### src/rtl/uart_pkg.sv
// ----------------------------------------------------------------------------
// uart_pkg
// Shared types and constants for the UART receive path.
//   rx_state_e        : receiver FSM states (PARITY only reachable when the
//                       receiver is built with UART_PARITY_EN defined)
//   UART_DATA_BITS    : default data bits per frame
//   UART_OVERSAMPLE   : default rxclk cycles per bit period
//   UART_PARITY_EVEN  : parity-type selector value for even parity
//   UART_PARITY_ODD   : parity-type selector value for odd parity
// ----------------------------------------------------------------------------
package uart_pkg;

    localparam int UART_DATA_BITS  = 8;
    localparam int UART_OVERSAMPLE = 16;

    localparam bit UART_PARITY_EVEN = 1'b0;
    localparam bit UART_PARITY_ODD  = 1'b1;

    typedef enum logic [2:0] {
        IDLE   = 3'd0,
        START  = 3'd1,
        DATA   = 3'd2,
        PARITY = 3'd3,
        STOP   = 3'd4
    } rx_state_e;

endpackage : uart_pkg

### src/rtl/uart_sync.sv
// ----------------------------------------------------------------------------
// uart_sync
// STAGES-deep flop chain bringing an asynchronous line into the clk domain.
// All flops reset to 1 so an idle-high serial line shows no edge out of reset.
// Ports:
//   clk     : destination clock
//   rst     : asynchronous active-high reset
//   async_i : asynchronous input
//   sync_o  : synchronized output (STAGES cycles of latency)
// ----------------------------------------------------------------------------
module uart_sync
    import uart_pkg::*;
#(
    parameter int STAGES = 2
) (
    input  logic clk,
    input  logic rst,
    input  logic async_i,
    output logic sync_o
);

    logic [STAGES-1:0] sync_q;

    always_ff @(posedge clk or posedge rst) begin
        if (rst) begin
            sync_q <= '1;
        end else begin
            sync_q <= {sync_q[STAGES-2:0], async_i};
        end
    end

    assign sync_o = sync_q[STAGES-1];

endmodule : uart_sync

### src/rtl/uart_rx_core.sv
// ----------------------------------------------------------------------------
// uart_rx_core
// Oversampling 8N1 (LSB-first) UART receiver with false-start rejection,
// framing and overrun detection, and an rx_empty/uld_rx_data unload handshake.
// Build option: define UART_PARITY_EN to add a parity bit between data and
// stop (parameter PARITY_ODD selects odd parity); otherwise rx_parity_err is 0.
// Ports:
//   rxclk         : clock, OVERSAMPLE x baud
//   reset         : asynchronous active-high reset
//   rx_enable     : receiver enable; dropping it mid-frame aborts the frame
//   rx_in         : asynchronous serial line, idles high
//   uld_rx_data   : unload strobe, consumes the held byte and clears flags
//   rx_data       : last delivered byte
//   rx_empty      : 1 = no unread byte held
//   rx_busy       : 1 = frame in progress
//   rx_frame_err  : sticky, stop bit sampled 0
//   rx_overrun    : sticky, good frame arrived while a byte was still held
//   rx_parity_err : sticky parity mismatch
// ----------------------------------------------------------------------------
module uart_rx_core
    import uart_pkg::*;
#(
    parameter int DATA_BITS   = UART_DATA_BITS,
    parameter int OVERSAMPLE  = UART_OVERSAMPLE,
    parameter int SYNC_STAGES = 2
`ifdef UART_PARITY_EN
    ,
    parameter bit PARITY_ODD  = UART_PARITY_EVEN
`endif
) (
    input  logic                 rxclk,
    input  logic                 reset,
    input  logic                 rx_enable,
    input  logic                 rx_in,
    input  logic                 uld_rx_data,
    output logic [DATA_BITS-1:0] rx_data,
    output logic                 rx_empty,
    output logic                 rx_busy,
    output logic                 rx_frame_err,
    output logic                 rx_overrun,
    output logic                 rx_parity_err
);

    localparam int CNT_W = $clog2(OVERSAMPLE);
    localparam int BIT_W = (DATA_BITS > 1) ? $clog2(DATA_BITS) : 1;
    localparam logic [CNT_W-1:0] CNT_LAST = CNT_W'(OVERSAMPLE - 1);
    localparam logic [CNT_W-1:0] CNT_MID  = CNT_W'(OVERSAMPLE / 2 - 1);
    localparam logic [BIT_W-1:0] BIT_LAST = BIT_W'(DATA_BITS - 1);

    rx_state_e            state_q, state_d;
    logic [CNT_W-1:0]     sample_cnt_q, sample_cnt_d;
    logic [BIT_W-1:0]     bit_cnt_q, bit_cnt_d;
    logic [DATA_BITS-1:0] shift_q, shift_d;
    logic [DATA_BITS-1:0] rx_data_q, rx_data_d;
    logic                 rx_s, rx_s_d_q;
    logic                 stop_done_q, stop_done_d;
    logic                 stop_bit_q, stop_bit_d;
    logic                 rx_empty_q, rx_empty_d;
    logic                 frame_err_q, frame_err_d;
    logic                 overrun_q, overrun_d;
    logic                 cnt_last, cnt_mid, start_edge;
    logic                 good_frame, deliver;

    uart_sync #(
        .STAGES (SYNC_STAGES)
    ) u_sync (
        .clk     (rxclk),
        .rst     (reset),
        .async_i (rx_in),
        .sync_o  (rx_s)
    );

    assign cnt_last   = (sample_cnt_q == CNT_LAST);
    assign cnt_mid    = (sample_cnt_q == CNT_MID);
    // Edge (not level) detect, so a line stuck low never retriggers.
    assign start_edge = rx_enable && !rx_s && rx_s_d_q;

    // ---------------- FSM: state register ----------------
    always_ff @(posedge rxclk or posedge reset) begin
        if (reset) begin
            state_q <= IDLE;
        end else begin
            state_q <= state_d;
        end
    end

    // ---------------- FSM: next state ----------------
    always_comb begin
        state_d = state_q;
        unique case (state_q)
            IDLE:  if (start_edge) state_d = START;
            START: if (cnt_mid) state_d = rx_s ? IDLE : DATA;  // high at mid start = glitch
            DATA: begin
                if (cnt_last && (bit_cnt_q == BIT_LAST)) begin
`ifdef UART_PARITY_EN
                    state_d = PARITY;
`else
                    state_d = STOP;
`endif
                end
            end
`ifdef UART_PARITY_EN
            PARITY: if (cnt_last) state_d = STOP;
`endif
            // Leave at mid-stop so the next start edge is caught on time.
            STOP:  if (cnt_last) state_d = IDLE;
            default: state_d = IDLE;
        endcase
        if ((state_q != IDLE) && !rx_enable) begin
            state_d = IDLE;
        end
    end

    // ---------------- FSM: outputs ----------------
    always_comb begin
        rx_busy      = (state_q != IDLE);
        rx_data      = rx_data_q;
        rx_empty     = rx_empty_q;
        rx_frame_err = frame_err_q;
        rx_overrun   = overrun_q;
    end

    // ---------------- datapath next state ----------------
    always_comb begin
        if ((state_q == IDLE) || (state_d != state_q) || cnt_last) begin
            sample_cnt_d = '0;
        end else begin
            sample_cnt_d = sample_cnt_q + CNT_W'(1);
        end

        if (state_q != DATA) begin
            bit_cnt_d = '0;
        end else if (cnt_last) begin
            bit_cnt_d = bit_cnt_q + BIT_W'(1);
        end else begin
            bit_cnt_d = bit_cnt_q;
        end

        shift_d = shift_q;
        if ((state_q == DATA) && cnt_last) begin
            shift_d = {rx_s, shift_q[DATA_BITS-1:1]};
        end

        // Stop bit is captured at mid-stop; the frame is judged one cycle later.
        stop_done_d = (state_q == STOP) && cnt_last && rx_enable;
        stop_bit_d  = stop_done_d ? rx_s : stop_bit_q;

        good_frame = stop_done_q && stop_bit_q;
        deliver    = good_frame && (rx_empty_q || uld_rx_data);

        rx_data_d   = deliver ? shift_q : rx_data_q;
        rx_empty_d  = deliver ? 1'b0 : (uld_rx_data ? 1'b1 : rx_empty_q);

        // Sticky flags: a set in the same cycle as an unload wins.
        if (stop_done_q && !stop_bit_q) begin
            frame_err_d = 1'b1;
        end else if (uld_rx_data) begin
            frame_err_d = 1'b0;
        end else begin
            frame_err_d = frame_err_q;
        end

        if (good_frame && !deliver) begin
            overrun_d = 1'b1;
        end else if (uld_rx_data) begin
            overrun_d = 1'b0;
        end else begin
            overrun_d = overrun_q;
        end
    end

    // ---------------- datapath registers ----------------
    always_ff @(posedge rxclk or posedge reset) begin
        if (reset) begin
            rx_s_d_q     <= 1'b1;
            sample_cnt_q <= '0;
            bit_cnt_q    <= '0;
            shift_q      <= '0;
            stop_done_q  <= 1'b0;
            stop_bit_q   <= 1'b0;
            rx_data_q    <= '0;
            rx_empty_q   <= 1'b1;
            frame_err_q  <= 1'b0;
            overrun_q    <= 1'b0;
        end else begin
            rx_s_d_q     <= rx_s;
            sample_cnt_q <= sample_cnt_d;
            bit_cnt_q    <= bit_cnt_d;
            shift_q      <= shift_d;
            stop_done_q  <= stop_done_d;
            stop_bit_q   <= stop_bit_d;
            rx_data_q    <= rx_data_d;
            rx_empty_q   <= rx_empty_d;
            frame_err_q  <= frame_err_d;
            overrun_q    <= overrun_d;
        end
    end

`ifdef UART_PARITY_EN
    logic parity_err_q, parity_err_d;
    logic parity_bad;

    // Expected parity bit is the XOR of the data, inverted for odd parity.
    assign parity_bad = (state_q == PARITY) && cnt_last && rx_enable &&
                        (rx_s != ((^shift_q) ^ PARITY_ODD));

    always_comb begin
        if (parity_bad) begin
            parity_err_d = 1'b1;
        end else if (uld_rx_data) begin
            parity_err_d = 1'b0;
        end else begin
            parity_err_d = parity_err_q;
        end
    end

    always_ff @(posedge rxclk or posedge reset) begin
        if (reset) begin
            parity_err_q <= 1'b0;
        end else begin
            parity_err_q <= parity_err_d;
        end
    end

    assign rx_parity_err = parity_err_q;
`else
    assign rx_parity_err = 1'b0;
`endif

endmodule : uart_rx_core

### config.mk
export PLATFORM = sky130hd
export DESIGN_NAME = uart_rx_core
export DESIGN_NICKNAME = d
export VERILOG_FILES = /design/src/rtl/uart_pkg.sv /design/src/rtl/uart_sync.sv /design/src/rtl/uart_rx_core.sv
export SDC_FILE = /design/constraint.sdc
export NUM_CORES = 1
export LEC_CHECK = 0
export ABC_AREA = 0
export CAP_MARGIN = 25
export CORE_MARGIN = 5
export CORE_UTILIZATION = 55
export DETAILED_ROUTE_END_ITERATION = 7
export MAX_ROUTING_LAYER = met4
export PLACE_DENSITY = 0.82
export SETUP_SLACK_MARGIN = 0.4
export SYNTH_ARGS = -nofsm -noshare
export SYNTH_HDL_FRONTEND = slang
export SYNTH_HIERARCHICAL = 1
export SYNTH_SLANG_ARGS = --single-unit
### constraint.sdc
create_clock -name rxclk -period 3.2 [get_ports rxclk]
set_clock_uncertainty 0.05 [all_clocks]
set_input_delay 0.64 -clock rxclk [delete_from_list [all_inputs] [get_ports rxclk]]
set_output_delay 0.64 -clock rxclk [all_outputs]
set_load 0.03 [all_outputs]
* Yosys cells after proc, flatten, opt, wreduce, memory -nomap -nowiden
Cells that the tools add are included.
** Cells by class
- Add/sub/neg operators :: 2
- Multipliers :: 0
- Divide/modulo/power cells :: 0
- Magnitude comparators :: 0
- Eq/ne operators :: 8
- Shifts and indexed selects :: 0
- Muxes and demuxes :: 15
- Bitwise gates (word level) :: 0
- Reductions and logical operators :: 24
** Operator list (number)
- 3-bit two-way mux :: 7
- 3-bit case mux with 4 select lines :: 1
- 1-bit logical AND :: 11
- 2-bit nonzero test :: 4
- 3-bit == test (second input constant) :: 2
- 1-bit two-way mux :: 5
- 4-bit by 1-bit adder with 4-bit output (second input constant) :: 1
- 4-bit by 3-bit == test with 1-bit output (second input constant) :: 1
- 4-bit == test (second input constant) :: 1
- 1-bit logical NOT :: 4
- 4-bit two-way mux :: 1
- 3-bit by 1-bit adder with 3-bit output (second input constant) :: 1
- 3-bit by 1-bit == test with 1-bit output (second input constant) :: 1
- 3-bit by 2-bit == test with 1-bit output (second input constant) :: 1
- 3-bit logical NOT :: 1
- 1-bit logical OR :: 3
- 3-bit by 2-bit != test with 1-bit output (second input constant) :: 1
- 3-bit != test :: 1
- 3-bit nonzero test :: 1
- 2-bit two-way mux :: 1
** Word-level totals
- Bits in registers :: 34
- Bits in latches :: 0
- Memory bits (writable) :: 0
- Memory bits (read-only) :: 0
- Bits of input ports :: 5
- Output and inout bits :: 13
- Word-level logic and storage cells :: 61
- Memories kept :: 0

* Depth between registers and ports, before layout
- Word-level depth :: 10
- Mapped depth :: 6
- Depth with buffers taken out :: 5

* Cells and area by module
Netlist, hierarchy kept.
** By module, submodules not included
- uart_rx_core :: instances 1, cells an instance 114, area each 1490.2 µm², sequential area each 803.3 µm²
- uart_sync :: instances 1, cells an instance 3, area each 56.3 µm², sequential area each 52.6 µm²

* Least setup slack after synthesis
Ideal clock, no wire load.
- Path type :: register to output
- Start point :: register state_q[1]
- End point :: output port rx_busy
- Arrival time :: 1.045 ns
- Required time :: 2.510 ns
- Setup slack :: 1.465 ns
- Stages on the path, launching flop included :: 3
- Buffers on the path :: 1
- Cell sequence :: dfrtp_1 -> buf_2 -> or3_1
** On the way
- Cells in the longest elaborated chain, start to end :: 1
** RTL lines
- from (decl) :: line uart_rx_core.sv:50 : rx_state_e state_q, state_d;
- from (signal assigned) :: line uart_rx_core.sv:83 : state_q <= state_d;
- 3-bit nonzero test :: line uart_rx_core.sv:116 : rx_busy = (state_q != IDLE);
- to (decl) :: line uart_rx_core.sv:38 : output logic rx_busy,
No other way between the ends.

* Worst setup path in the final report
Same ends and word-level chain as after synthesis.

==> metrics.md <==
| Metric | Value |
|---|---|
| Final GP Congestion | `0.899` |
| Distinct cells, synth | `38` |
| H-tree depth | `2` |
| IO buf count | `16` |
| Pin count of the biggest net entering global routing | `33` |
| Cell accounting for the most synthesized area | `dfrtp_1` |
| Via count of the first global-routing pass | `931` |
| Placement row count | `19` |
| Wire length per cell | `14.0 µm` |
| Routed Antenna Nets | `0` |
| CTS tree | `built` |
| Worst setup SP type | `flop` |
| Clock power frac | `approximately 35%` |
| CTS Buffer Depth | `2` |
| Sequential power share | `61.4%` |
| Status | `finished, final reports clean` |
| Tightest Pin Transition | `0.584 ns` |
| Internal power | `0.552 mW` |
| Grt total ovfl | `0` |
| PwrDens | `approximately 400 nW/µm²` |
| Slew HR | `61.0%` |
| Period utilization | `~79%` |
| Total Wirelength | `~2400 µm` |
| Metal2 WL | `1160 µm` |
| Initial antenna violation count | `0` |
| # setup viols final | `0` |
| N_diodes | `0` |
| YS warnings | `6` |
| DR top layer | `met4` |
| Clk_lat worst skew | `~0.33 ns` |
| Hold Path Stages | `0` |
| Worst Setup End Kind | `primary output` |
| First-pass GRT wire length | `4330 µm` |
| # fillers | `196` |
| Initial Util | `about 57%` |
| Async SR Flop Fraction | `100%` |
| Final hold vios | `0` |
| Sinks on Clock Net | `34` |
| Die ar. | `3970 µm²` |
| Syn avg cell area | `13.2 µm²` |
| Maximum vdd drop | `between 300 and 400 µV` |
| Initial DRC count | `29` |
| CORE AREA | `about 2700 µm²` |
| Mapped Area | `1550 µm²` |
| Final nets | `145` |
| Min cycle time layout | `2.51 ns` |
| Fin util | `between 60% and 70%` |
| Post-synthesis register bit count | `34` |
| WP data required | `2.51 ns` |
| Post-CTS setup buffer count | `0` |
| Crit Path Category | `flop to primary output` |
| Lkg Pwr | `approximately 0.85 nW` |
| Reg2Reg Depth | `4` |
| Initial DRT Pass Iterations | `4` |
| Fin. max-slew vios | `0` |
| Post-synthesis sequential area ratio | `55.3%` |
| I/O pin cnt | `18` |
| Met3 Wirelength | `103 µm` |
| # resized after CTS | `0` |
| GRT Overall Usage | `approximately 14%` |
| Vias per std cell | `roughly 5.5` |
| Max_cap viols | `0` |
| Net Switching | `0.163 mW` |
| Comb power frac | `4.1%` |
| Clk slew on worst S/H paths | `0.11 ns` |
| Synth Flop Type | `dfrtp_1` |
| Number of synthesized flops with an enable pin | `0` |
| Clk Tree Root Cell | `clkbuf_4` |
| Met1 WL | `1050 µm` |
| HPWL Detailed | `1740 µm` |
| Area fraction of the dominant cell type after synthesis | `about half` |
| Die Span Y | `63.0 µm` |
| Area delta synth->final | `15.2%` |
| Die Wd | `approximately 63 µm` |
| Via count | `between 900 and 1,000` |
| Sw Ratio | `22.8%` |
| DRC violations left | `0` |
| RSZ-0062 raised after global routing | `no` |
| Fmax | `approximately 400 MHz` |
| Hold buffers post-CTS | `0` |
| Hold Crit Class | `flop to flop` |
| Area contributors post-synth | `dfrtp_1 49%, mux2_4 8.7%, dfstp_2 6.8%, mux2_1 5.8%, ha_1 2.4%` |
| Crit path DAT | `1.82 ns` |
| Layout cell share with drive strength beyond 1 | `23.9%` |
| Gate Count Post-Synth | `117` |
| CTS Buf Count | `5` |
| Mapped Nets | `between 100 and 150` |
| Critical path peak fanout | `12` |
| Setup tns final | `0 ns` |
| Reg2reg setup slack | `1.28 ns` |
final cells by class:
cell class,instances,area [µm²],area share [%]
Timing Repair Buffer,17,168,9.41
Clock buffer,6,51.3,2.88
Clock inverter,2,12.5,0.702
Inverter,5,18.8,1.05
Tap cell,31,38.8,2.18
Sequential cell,34,856,48.0
Multi-Input combinational cell,74,637,35.7
power groups by stage:
stage               sequential, mW  clock, mW  combinational (mW)
global route                 0.439      0.275              0.0341
CTS                          0.439      0.257              0.0305
finish                       0.439      0.246              0.0296
global placement             0.447          0              0.0298
floorplan                    0.444          0              0.0221
detailed placement           0.447          0              0.0305
placed cells by master, fill, tap and decap left out, types with 2 or more instances in the layout:
cell | netlist | final
nand2_1 | 9 | 9
mux2_4 | 9 | 9
nand3_2 | 2 | 2
xnor2_1 | 2 | 2
dfstp_2 | 4 | 4
nor2_1 | 6 | 6
inv_1 | 5 | 5
nand4b_1 | 2 | 2
dfrtp_1 | 30 | 30
ha_1 | 3 | 3
a21oi_1 | 5 | 5
mux2_1 | 8 | 8
nor4_2 | 2 | 2
clkbuf_4 | 0 | 5
nand3_1 | 2 | 2
clkdlybuf4s50_1 | 0 | 16
nor3_1 | 2 | 2
nand3b_1 | 3 | 3
final timing paths:
kind / start / end
max: state_q[1] / rx_busy
min: u_sync/sync_q[1] / rx_s_d_q
max reg2reg: sample_cnt_q[0] / stop_bit_q
min reg2reg: u_sync/sync_q[1] / rx_s_d_q
max in group asynchronous: reset / rx_empty
min in group asynchronous: reset / u_sync/sync_q[0]
critical path, cell delays in order (launching register included):
cell	delay, ns
dfrtp_1	0.51
or3_1	0.40
clkdlybuf4s50_1	0.59
per-stage QoR:
step                      cells  hold slack [ns]  worst slack (ns)  instance area [µm²]  total power, mW
after detailed placement    161            0.301              1.04                 1720            0.477
final                       169            0.334             0.687                 1780            0.715
after global routing        169            0.343             0.605                 1780            0.748
after CTS                   169            0.332             0.662                 1780            0.726
after global placement      161            0.297              1.06                 1720            0.476
after floorplan             117            0.295              1.46                 1550            0.466
routing by layer:
metal | vias to the layer above | GRT usage (%)
li1 | 448 | -
met1 | 448 | 17.0
met2 | 20 | 22.1
met3 | 6 | 4.68
met4 | 0 | 7.16
met5 | - | -
cell families after synthesis:
family | Yosys count | synth area share [%]
muxes | 17 | 14.6
AOI/OAI and AO/OA | 12 | 5.10
xor gates and xnor gates | 3 | 1.70
adders and majority gates | 3 | 2.43
buffers and inverters | 9 | 3.48
DFF | 34 | 55.3
other | 1 | 0.242
and+or+nand+nor | 38 | 17.2
registers in the layout (all words and copies together) (netlist names):
signal	count
rx_empty	1
rx_frame_err	1
rx_data	8
bit_cnt_q	3
state_q	3
rx_overrun	1
rx_s_d_q	1
u_sync/sync_q	2
stop_done_q	1
shift_q	8
stop_bit_q	1
sample_cnt_q	4
cell usage after synthesis (2+ instances only):
cell type	count
dfrtp_1	30
mux2_4	9
nand2_1	9
mux2_1	8
nor2_1	6
a21oi_1	5
inv_1	5
dfstp_2	4
ha_1	3
nand3b_1	3
buf_6	2
nand3_1	2
nand3_2	2
nand4b_1	2
nor3_1	2
nor4_2	2
xnor2_1	2
(Power assumes the default switching activity.)
